### src/rtl/multicycle_ctrl_pkg.sv
// Shared definitions for the multicycle control FSM: opcodes, state encoding,
// instruction classes and datapath select encodings.
package multicycle_ctrl_pkg;

    localparam logic [6:0] OPC_U     = 7'b0110111;
    localparam logic [6:0] OPC_AUIPC = 7'b0010111;
    localparam logic [6:0] OPC_J     = 7'b1101111;
    localparam logic [6:0] OPC_B     = 7'b1100011;
    localparam logic [6:0] OPC_IJALR = 7'b1100111;
    localparam logic [6:0] OPC_I_L   = 7'b0000011;
    localparam logic [6:0] OPC_S     = 7'b0100011;
    localparam logic [6:0] OPC_I     = 7'b0010011;
    localparam logic [6:0] OPC_R     = 7'b0110011;

    typedef enum logic [2:0] {
        FETCH  = 3'd0,
        DECODE = 3'd1,
        EXEC   = 3'd2,
        MEM    = 3'd3,
        WB     = 3'd4,
        TRAP   = 3'd5
    } state_e;

    typedef enum logic [3:0] {
        CLS_R, CLS_I, CLS_LUI, CLS_AUIPC, CLS_LOAD,
        CLS_STORE, CLS_BRANCH, CLS_JAL, CLS_JALR, CLS_ILL
    } op_class_e;

    localparam logic [1:0] PC_PLUS4     = 2'd0;
    localparam logic [1:0] PC_OLDPC_IMM = 2'd1;
    localparam logic [1:0] PC_JALR      = 2'd2;

    localparam logic [1:0] SRCA_RS1   = 2'd0;
    localparam logic [1:0] SRCA_OLDPC = 2'd1;
    localparam logic [1:0] SRCA_ZERO  = 2'd2;

    localparam logic [1:0] SRCB_RS2 = 2'd0;
    localparam logic [1:0] SRCB_IMM = 2'd1;

    localparam logic [1:0] WB_ALU = 2'd0;
    localparam logic [1:0] WB_MEM = 2'd1;
    localparam logic [1:0] WB_PC4 = 2'd2;

endpackage

### src/rtl/multicycle_ctrl_if.sv
// Control bundle between the multicycle FSM (master) and the datapath/memory (slave).
interface multicycle_ctrl_if;
    logic [6:0] iv_Opcode;
    logic       i_Br_taken;
    logic       i_Mem_ready;
    logic       o_Mem_rd;
    logic       o_Mem_wr;
    logic       o_IR_we;
    logic       o_PC_we;
    logic [1:0] ov_PC_sel;
    logic [1:0] ov_ALU_srcA;
    logic [1:0] ov_ALU_srcB;
    logic       o_Reg_we;
    logic [1:0] ov_Wb_sel;
    logic       o_Mem_err;
    logic [2:0] ov_State;

    modport master (
        input  iv_Opcode, i_Br_taken, i_Mem_ready,
        output o_Mem_rd, o_Mem_wr, o_IR_we, o_PC_we, ov_PC_sel, ov_ALU_srcA,
               ov_ALU_srcB, o_Reg_we, ov_Wb_sel, o_Mem_err, ov_State
    );

    modport slave (
        output iv_Opcode, i_Br_taken, i_Mem_ready,
        input  o_Mem_rd, o_Mem_wr, o_IR_we, o_PC_we, ov_PC_sel, ov_ALU_srcA,
               ov_ALU_srcB, o_Reg_we, ov_Wb_sel, o_Mem_err, ov_State
    );
endinterface

### src/rtl/multicycle_ctrl_op_class_dec.sv
// Combinational opcode classifier; anything unlisted maps to CLS_ILL.
module op_class_dec
    import multicycle_ctrl_pkg::*;
(
    input  logic [6:0] opcode_i,
    output op_class_e  class_o
);
    always_comb begin
        class_o = CLS_ILL;
        case (opcode_i)
            OPC_R:     class_o = CLS_R;
            OPC_I:     class_o = CLS_I;
            OPC_U:     class_o = CLS_LUI;
            OPC_AUIPC: class_o = CLS_AUIPC;
            OPC_I_L:   class_o = CLS_LOAD;
            OPC_S:     class_o = CLS_STORE;
            OPC_B:     class_o = CLS_BRANCH;
            OPC_J:     class_o = CLS_JAL;
            OPC_IJALR: class_o = CLS_JALR;
            default:   class_o = CLS_ILL;
        endcase
    end
endmodule

### src/rtl/multicycle_ctrl.sv
// Multicycle RV32 control FSM with memory-wait timeout and refetch.
// Optional: define MULTICYCLE_ILLEGAL_TRAP_EN to trap (sticky) on unlisted opcodes.
module multicycle_ctrl
    import multicycle_ctrl_pkg::*;
#(
    parameter int MEM_TIMEOUT = 8
) (
    input  logic                i_clk,
    input  logic                i_rst,
    multicycle_ctrl_if.master   bus
);
    localparam logic [7:0] TO_LAST = 8'(MEM_TIMEOUT - 1);

    state_e     state_q, state_d;
    op_class_e  cls_q, cls_d, dec_cls;
    logic [7:0] wait_q, wait_d;
    logic       err_q, err_d;

    logic       rd_raw, wr_raw, timeout;
    logic       ir_we, pc_we, reg_we;
    logic [1:0] pc_sel, srca, srcb, wb_sel;

    op_class_dec u_dec (
        .opcode_i (bus.iv_Opcode),
        .class_o  (dec_cls)
    );

    always_comb begin
        state_d = state_q;
        cls_d   = cls_q;
        rd_raw  = 1'b0;
        wr_raw  = 1'b0;
        ir_we   = 1'b0;
        pc_we   = 1'b0;
        reg_we  = 1'b0;
        pc_sel  = PC_PLUS4;
        srca    = SRCA_RS1;
        srcb    = SRCB_RS2;
        wb_sel  = WB_ALU;

        case (state_q)
            FETCH: begin
                // err_q marks the dead cycle after a timeout: strobe drops before refetch
                if (!err_q) begin
                    rd_raw = 1'b1;
                    if (bus.i_Mem_ready) begin
                        ir_we   = 1'b1;
                        pc_we   = 1'b1;
                        state_d = DECODE;
                    end
                end
            end
            DECODE: state_d = EXEC;
            EXEC: begin
                cls_d = dec_cls;
                case (dec_cls)
                    CLS_R:      state_d = WB;
                    CLS_I:      begin srcb = SRCB_IMM; state_d = WB; end
                    CLS_LUI:    begin srca = SRCA_ZERO; srcb = SRCB_IMM; state_d = WB; end
                    CLS_AUIPC:  begin srca = SRCA_OLDPC; srcb = SRCB_IMM; state_d = WB; end
                    CLS_LOAD,
                    CLS_STORE:  begin srcb = SRCB_IMM; state_d = MEM; end
                    CLS_BRANCH: begin
                        pc_we   = bus.i_Br_taken;
                        pc_sel  = PC_OLDPC_IMM;
                        state_d = FETCH;
                    end
                    CLS_JAL:    begin pc_we = 1'b1; pc_sel = PC_OLDPC_IMM; state_d = WB; end
                    CLS_JALR:   begin pc_we = 1'b1; pc_sel = PC_JALR; state_d = WB; end
                    default: begin
`ifdef MULTICYCLE_ILLEGAL_TRAP_EN
                        state_d = TRAP;
`else
                        state_d = FETCH;
`endif
                    end
                endcase
            end
            MEM: begin
                rd_raw = (cls_q == CLS_LOAD);
                wr_raw = (cls_q != CLS_LOAD);
                if (bus.i_Mem_ready)
                    state_d = (cls_q == CLS_LOAD) ? WB : FETCH;
            end
            WB: begin
                reg_we  = 1'b1;
                state_d = FETCH;
                if (cls_q == CLS_LOAD)
                    wb_sel = WB_MEM;
                else if (cls_q == CLS_JAL || cls_q == CLS_JALR)
                    wb_sel = WB_PC4;
            end
            TRAP:    state_d = TRAP;
            default: state_d = FETCH;
        endcase

        // Ready in the last wait cycle completes normally, so it masks the timeout
        timeout = (rd_raw | wr_raw) & ~bus.i_Mem_ready & (wait_q == TO_LAST);
        if (timeout)
            state_d = FETCH;
        err_d = timeout;

        if (timeout || (state_d != state_q) || !((rd_raw | wr_raw) & ~bus.i_Mem_ready))
            wait_d = '0;
        else
            wait_d = wait_q + 8'd1;
    end

    always_ff @(posedge i_clk) begin
        if (i_rst) begin
            state_q <= FETCH;
            cls_q   <= CLS_R;
            wait_q  <= '0;
            err_q   <= 1'b0;
        end else begin
            state_q <= state_d;
            cls_q   <= cls_d;
            wait_q  <= wait_d;
            err_q   <= err_d;
        end
    end

    assign bus.o_Mem_rd    = rd_raw & ~i_rst;
    assign bus.o_Mem_wr    = wr_raw & ~timeout & ~i_rst;
    assign bus.o_IR_we     = ir_we & ~i_rst;
    assign bus.o_PC_we     = pc_we & ~i_rst;
    assign bus.o_Reg_we    = reg_we & ~i_rst;
    assign bus.ov_PC_sel   = i_rst ? 2'b00 : pc_sel;
    assign bus.ov_ALU_srcA = i_rst ? 2'b00 : srca;
    assign bus.ov_ALU_srcB = i_rst ? 2'b00 : srcb;
    assign bus.ov_Wb_sel   = i_rst ? 2'b00 : wb_sel;
    assign bus.o_Mem_err   = timeout & ~i_rst;
    assign bus.ov_State    = state_q;

endmodule

### src/flat_wrapper.sv
// flat-port wrapper written by rule: the top's interface ports become plain ports
module multicycle_ctrl_flat import multicycle_ctrl_pkg::*;
#(
    parameter int MEM_TIMEOUT = 8
)
  (i_clk, i_rst, bus_iv_Opcode, bus_i_Br_taken, bus_i_Mem_ready, bus_o_Mem_rd, bus_o_Mem_wr, bus_o_IR_we, bus_o_PC_we, bus_ov_PC_sel, bus_ov_ALU_srcA, bus_ov_ALU_srcB, bus_o_Reg_we, bus_ov_Wb_sel, bus_o_Mem_err, bus_ov_State);
  multicycle_ctrl_if bus_i ();
  input  logic i_clk;
  input  logic i_rst;
  input wire logic [$bits(bus_i.iv_Opcode)-1:0] bus_iv_Opcode;
  input wire logic [$bits(bus_i.i_Br_taken)-1:0] bus_i_Br_taken;
  input wire logic [$bits(bus_i.i_Mem_ready)-1:0] bus_i_Mem_ready;
  output wire logic [$bits(bus_i.o_Mem_rd)-1:0] bus_o_Mem_rd;
  output wire logic [$bits(bus_i.o_Mem_wr)-1:0] bus_o_Mem_wr;
  output wire logic [$bits(bus_i.o_IR_we)-1:0] bus_o_IR_we;
  output wire logic [$bits(bus_i.o_PC_we)-1:0] bus_o_PC_we;
  output wire logic [$bits(bus_i.ov_PC_sel)-1:0] bus_ov_PC_sel;
  output wire logic [$bits(bus_i.ov_ALU_srcA)-1:0] bus_ov_ALU_srcA;
  output wire logic [$bits(bus_i.ov_ALU_srcB)-1:0] bus_ov_ALU_srcB;
  output wire logic [$bits(bus_i.o_Reg_we)-1:0] bus_o_Reg_we;
  output wire logic [$bits(bus_i.ov_Wb_sel)-1:0] bus_ov_Wb_sel;
  output wire logic [$bits(bus_i.o_Mem_err)-1:0] bus_o_Mem_err;
  output wire logic [$bits(bus_i.ov_State)-1:0] bus_ov_State;
  assign bus_i.iv_Opcode = bus_iv_Opcode;
  assign bus_i.i_Br_taken = bus_i_Br_taken;
  assign bus_i.i_Mem_ready = bus_i_Mem_ready;
  assign bus_o_Mem_rd = bus_i.o_Mem_rd;
  assign bus_o_Mem_wr = bus_i.o_Mem_wr;
  assign bus_o_IR_we = bus_i.o_IR_we;
  assign bus_o_PC_we = bus_i.o_PC_we;
  assign bus_ov_PC_sel = bus_i.ov_PC_sel;
  assign bus_ov_ALU_srcA = bus_i.ov_ALU_srcA;
  assign bus_ov_ALU_srcB = bus_i.ov_ALU_srcB;
  assign bus_o_Reg_we = bus_i.o_Reg_we;
  assign bus_ov_Wb_sel = bus_i.ov_Wb_sel;
  assign bus_o_Mem_err = bus_i.o_Mem_err;
  assign bus_ov_State = bus_i.ov_State;
  multicycle_ctrl #(.MEM_TIMEOUT(MEM_TIMEOUT)) u_core (.i_clk(i_clk), .i_rst(i_rst), .bus(bus_i));
endmodule
### config.mk
export PLATFORM = sky130hd
export DESIGN_NAME = multicycle_ctrl_flat
export DESIGN_NICKNAME = d
export VERILOG_FILES = /design/src/rtl/multicycle_ctrl_pkg.sv /design/src/rtl/multicycle_ctrl_if.sv /design/src/rtl/multicycle_ctrl_op_class_dec.sv /design/src/rtl/multicycle_ctrl.sv /design/src/flat_wrapper.sv
export SDC_FILE = /design/constraint.sdc
export NUM_CORES = 1
export LEC_CHECK = 0
export ABC_AREA = 1
export CAP_MARGIN = 5
export CORE_MARGIN = 3
export CORE_UTILIZATION = 40
export DETAILED_ROUTE_END_ITERATION = 8
export PLACE_DENSITY = 0.67
export RECOVER_POWER = 100
export SYNTH_ARGS = -nofsm -noshare
export SYNTH_HDL_FRONTEND = slang
export SYNTH_HIERARCHICAL = 1
export SYNTH_SLANG_ARGS = --single-unit
### constraint.sdc
create_clock -name i_clk -period 2.7 [get_ports i_clk]
set_clock_uncertainty 0.1 [all_clocks]
set_input_delay 0.675 -clock i_clk [delete_from_list [all_inputs] [get_ports i_clk]]
set_output_delay 0.675 -clock i_clk [all_outputs]
set_load 0.005 [all_outputs]
### After elaboration in Yosys (flattened, before gate mapping)

Index checks and enable logic that the tools add are counted.

* word-level logic and storage cells: 88
* input bits: 11
* bits in registers: 16

* bitwise operators: 13
* $add $sub $neg: 1
* reductions and logical operators: 12
* multiplexer cells: 30
* equal/unequal tests: 28

Operators by type and width (count)
* one-hot mux 4 bit (9 select lines): 1
* == test 4 x 3 -> 1 bit, second input constant: 6
* == test 7 x 6 -> 1 bit, second input constant: 3
* == test 7 bit, second input constant: 3
* 2-to-1 mux 2 bit: 10
* 2-to-1 mux 3 bit: 5
* one-hot mux 3 bit (5 select lines): 1
* == test 7 x 5 -> 1 bit, second input constant: 2
* bitwise AND 1 bit: 9
* adder 8 x 1 -> 8 bit, second input constant: 1
* == test 4 x 2 -> 1 bit, second input constant: 2
* == test 4 bit, second input constant: 2
* == test 8 x 3 -> 1 bit, second input constant: 1
* one-hot mux 2 bit (2 select lines): 2
* OR reduction 2 bit: 4
* == test 7 x 2 -> 1 bit, second input constant: 1
* 2-to-1 mux 1 bit: 7
* == test 3 x 2 -> 1 bit, second input constant: 2
* == test 3 bit, second input constant: 2
* one-hot mux 1 bit (2 select lines): 3
* one-hot mux 3 bit (2 select lines): 1
* OR reduction 6 bit: 1
* OR reduction 5 bit: 1
* == test 4 x 1 -> 1 bit, second input constant: 1
* other kinds (9): 13

### Logic depth before layout (Yosys ltp)

* word-level depth: 11
* depth in mapped cells: 16
* gate-level depth less buffers: 16

### Cells and area by module

The synthesis kept the hierarchy.

By module, submodules not included
* multicycle_ctrl: cells each 145, area each 925.9 um^2, times used 1
* op_class_dec: cells each 35, area each 170.2 um^2, times used 1

### Least setup slack after synthesis

OpenSTA, ideal clock, no wires.

* kind: in2out
* start point: in bus_iv_Opcode[1]
* end point: out bus_o_PC_we
* data arrival time: 1865 ps
* slack: 60 ps
* buffers on the path: 0
* cell stages on the path: 10
* path through: nand2_2 > inv_1 > nand2_1 > o31ai_1 > inv_1 > nor2_1 > nand3_1 > nand3_1 > nand2_1 > a21oi_1

* longest elaborated chain between the ends: 7
* elaborated cells on any way between the ends: 17
* those cells by class: eq/ne: 12; mux: 3; bitwise: 1; reduce/logical: 1

Ends and longest elaborated chain
* start, declared: RTL line flat_wrapper.sv:10 `input wire logic [$bits(bus_i.iv_Opcode)-1:0] bus_iv_Opcode;`
* == test 7 bit (tied with other cells): RTL line multicycle_ctrl_op_class_dec.sv:10 `case (opcode_i)`
* one-hot mux 4 bit (9 select lines) (*): RTL line multicycle_ctrl_op_class_dec.sv:10
* via u_core.dec_cls[1]: RTL line multicycle_ctrl.sv:15 `op_class_e cls_q, cls_d, dec_cls;`
* == test 4 x 3 -> 1 bit / == test 4 bit (equally long branches): RTL line multicycle_ctrl.sv:56 `case (dec_cls)`
* OR reduction 2 bit (no source line)
* one-hot mux 1 bit (2 select lines) (*): RTL line multicycle_ctrl.sv:56
* one-hot mux 1 bit (2 select lines) (*): RTL line multicycle_ctrl.sv:41 `case (state_q)`
* bitwise AND 1 bit (*): RTL line multicycle_ctrl.sv:126 `assign bus.o_PC_we = pc_we & ~i_rst;`
* end, declared: RTL line flat_wrapper.sv:16 `output wire logic [$bits(bus_i.o_PC_we)-1:0] bus_o_PC_we;`

The timed path passes the listed nets; every way through them passes the cells marked *.

### Worst setup path in the final report

* start point: in bus_iv_Opcode[6]
* end point: out bus_o_PC_we

Same word-level chain as after synthesis.

==> summary.md <==
| Metric | Value |
|---|---|
| Status | finished with violations |
| Failing checks | negative setup slack |
| Clock Tree Buf Depth | 2 |
| Xor/xnor share of the synthesized area | 0.03995 |
| Critical path type | input pin to output port |
| Cell Chain, Critical Path | buf_4 -> inv_4 -> nor2_4 -> nand2_4 -> nand2_2 -> inv_2 -> o31ai_2 -> buf_4 -> buf_6 -> nor2_4 -> nand2_1 -> nand3_1 -> nand2_2 -> a21oi_2 -> buf_2 |
| Worst setup SP type | input pin |
| CTS sink cnt | 16 |
| Setup TNS | -0.2630 ns |
| Final Wtd Congestion | 0.7919 |
| Final wirelength | 3619 um |
| Largest net degree at the start of global routing | 10 |
| Worst slack, placed | -0.9639 ns |
| Crit end category | output port |
| P_int | 0.3923 mW |
| Combinational share of power | 0.262 |
| Root Buffer | clkbuf_4 |
| Top cells by area, synth | dfxtp_1 (29%), nand2_1 (13%), nor2_1 (12%) |
| HPWL Detailed | 2269 um |
| Placeable Area | 0.002545 mm^2 |
| Tot GR Track Use | 0.2106 |
| Die height | 58.35 um |
| Crit path max-delay cell type | buf_4 |
| Total CTS buffers | 3 |
| Sequential share of power | 0.447 |
| Initial antenna violation count | 0 |
| Synth top area share | 0.2922 |
| Vias per cell | 5.068 |
| Hold WS | 0.3536 ns |
| Setup violations, final | 3 |
| Critical path required time | 1.92 ns |
| Largest delay contributor family on the critical path | buffers and inverters |
| Seq cells post-synth | 16 |
| Seq/Total Area, Yosys | 0.2922 |
| TritonRoute pass-1 iters | 6 |
| # IOs | 28 |
| Crit path time final | 2.853 ns |
| FP Rows | 18 |
| Wire length of the first global-routing pass | 5623 um |
| Final Hold Vio Count | 0 |
| CTS tree | yes |
| Switching part of the total power | 0.2913 |
| Final period util | 1.057 |
| Post-DP Area | 0.001554 mm^2 |
| Max-cap violations | 0 |
| Post-route ant nets | 0 |
| Worst-case vdd ir drop | 0.3852 mV |
| Clock power frac | 0.291 |
| Fmax | 350.5 MHz |
| DRT iter0 DRCs | 88 |
| Clk slew on worst S/H paths | 0.09 ns |
| Worst min path class | register to register |
| Worst skew pair latency | 0.29 ns |
| Pwr Density | 290.7 mW/mm^2 |
| Vias post-DR | 1409 |
| Routed wire per std cell | 13.02 um |
| Final setup margin | -0.1530 ns |
| Drt drc | 0 |
| Leading area contributor after synthesis | dfxtp_1 |
| Post-route cell area | 0.001904 mm^2 |
| Fin nets | 261 |
| Vias in the first global route | 1402 |
| Worst Path Buf+Inv | 6 |
| Final-report max-slew violation count | 0 |
| Synth Area in Adders | 0.01142 |
| CTS Hold Buffers Added | 0 |
| Port Buffers | 26 |
| Switching power | 0.1613 mW |
| Mapped Nets | 192 |
| Layout area overhead | 73.74% |
| Starting Density | 0.4307 |
| Die width | 58.35 um |
| Leak Pwr | 0.9027 nW |
| Synth warn | 6 |
| CTS H-tree lvls | 1 |
| Syn Inst Count | 180 |
| Max incr delay on CP | 0.16 ns |
| Crit path max fanout | 5 |
| Syn Std Cell Area | 0.001096 mm^2 |
| Synth Area in Simple Gates | 0.4680 |
| Layout cells sized above 1 | 0.4637 |
| Synth Area in Compound Gates | 0.07078 |
| Post-synthesis mux area share | 0 |
| Diode count | 0 |
| Worst Path Arrival | 2.08 ns |
| # fillers | 184 |
| Global route total overflow | 0 |
| Yosys cell types | 28 |
| Largest family of logic cells by synthesized area | simple AND/OR/NAND/NOR gates |
| Die area | 0.003404 mm^2 |
| Syn avg cell area | 6.089 um^2 |
| RSZ-0062 raised after global routing | true |
through the flow:
stage | cells | util | total power [mW]
6_report | 278 | 0.7483 | 0.5536
5_1_grt | 278 | 0.7483 | 0.5818
4_1_cts | 278 | 0.7021 | 0.5331
3_5_place_dp | 257 | 0.6106 | 0.3579
3_3_place_gp | 257 | 0.6106 | 0.3542
2_1_floorplan | 180 | - | 0.3041
layer usage:
metal / GRT usage / vias up / share of wire
met1: 0.2323 / 652 / 0.40
li1: - / 704 / -
met4: 0.08609 / 0 / 0.011
met5: 0 / - / 0
met2: 0.3860 / 47 / 0.53
met3: 0.04605 / 6 / 0.057
worst reg2reg max path, stage by stage (launching register included):
cell and delay [ns]:
dfxtp_1 0.37, ha_1 0.20, nand2_1 0.08, nor3_1 0.14, nand2_1 0.13, inv_1 0.09
nand2_1 0.08, buf_4 0.15, nand2_1 0.06, nor2_1 0.04
what timing repair did:
item                                    in CTS  in global routing
resized for setup                           97                 37
endpoints found under the setup margin      12                 11
setup buffers                               17                  2
endpoints found under the hold margin        0                  0
pin swaps                                   25                 17
flip-flops by register name, indices dropped and copies added (netlist names):
register	cells
u_core/err_q	1
u_core/cls_q	4
u_core/wait_q	8
u_core/bus.ov_State	3
final timing paths:
path                                                   from                                end  slack, ns  depth (start not counted)
worst max-delay path                       bus_iv_Opcode[6]                        bus_o_PC_we      -0.15                         15
worst min-delay path            u_core/wait_q[0]$_SDFF_PP0_        u_core/wait_q[0]$_SDFF_PP0_       0.35                          1
worst max register to register  u_core/wait_q[0]$_SDFF_PP0_  u_core/bus.ov_State[0]$_SDFF_PP0_       1.17                          9
worst min register to register  u_core/wait_q[0]$_SDFF_PP0_        u_core/wait_q[0]$_SDFF_PP0_       0.35                          1
cell families after synthesis:
group / Yosys count
compound gates: 14
xor+xnor: 5
fa+ha+maj: 1
buf+inv: 32
flops: 16
other cells: 1
simple gates: 111
final cells by class:
cell class                      count  area [um^2]  share of cell area
Clock buffer                        4        36.28             0.01905
Inverter                           30        136.4             0.07162
Tap cell                           30        37.54             0.01971
Timing Repair Buffer               66        563.0              0.2957
Multi-Input combinational cell    132        810.8              0.4258
Sequential cell                    16        320.3              0.1682
cells in the mapped netlist:
library cell / number
nor3_2: 1
nand3_4: 1
nor2_1: 34
dfxtp_1: 16
a21oi_1: 8
nand2_1: 38
conb_1: 1
nand3_2: 1
nand4_1: 4
a211oi_1: 1
nor3_1: 7
nor2_2: 4
nor2_4: 1
nand2_2: 5
ha_1: 1
nor4_1: 1
xnor2_1: 2
clkinv_1: 1
inv_2: 8
o211ai_1: 1
o21ai_0: 3
nand3_1: 13
buf_2: 1
o31ai_1: 1
xor2_1: 3
or2_2: 1
inv_1: 21
buf_4: 1
placed cells by master (no fill, tap or decap), types with 2 or more instances in the layout:
cell type / instances
a21oi_1: 7
buf_2: 6
buf_4: 35
buf_6: 11
clkbuf_4: 3
clkdlybuf4s50_1: 7
dfxtp_1: 16
dlygate4sd2_1: 3
dlymetal6s2s_1: 2
inv_1: 15
inv_2: 9
inv_4: 4
nand2_1: 27
nand2_2: 12
nand2_4: 3
nand3_1: 9
nand3_2: 5
nand4_1: 4
nor2_1: 26
nor2_2: 6
nor2_4: 7
nor3_1: 5
nor3_2: 3
o21ai_0: 3
xnor2_1: 2
xor2_1: 3
power by group through the flow:
stage | Combinational [mW] | Sequential [mW] | Clock (mW)
6_report | 0.145 | 0.247 | 0.161
5_1_grt | 0.157 | 0.248 | 0.177
4_1_cts | 0.125 | 0.247 | 0.161
3_5_place_dp | 0.105 | 0.252 | 0
3_3_place_gp | 0.102 | 0.252 | 0
2_1_floorplan | 0.0523 | 0.252 | 0
(Power assumes the default switching activity.)
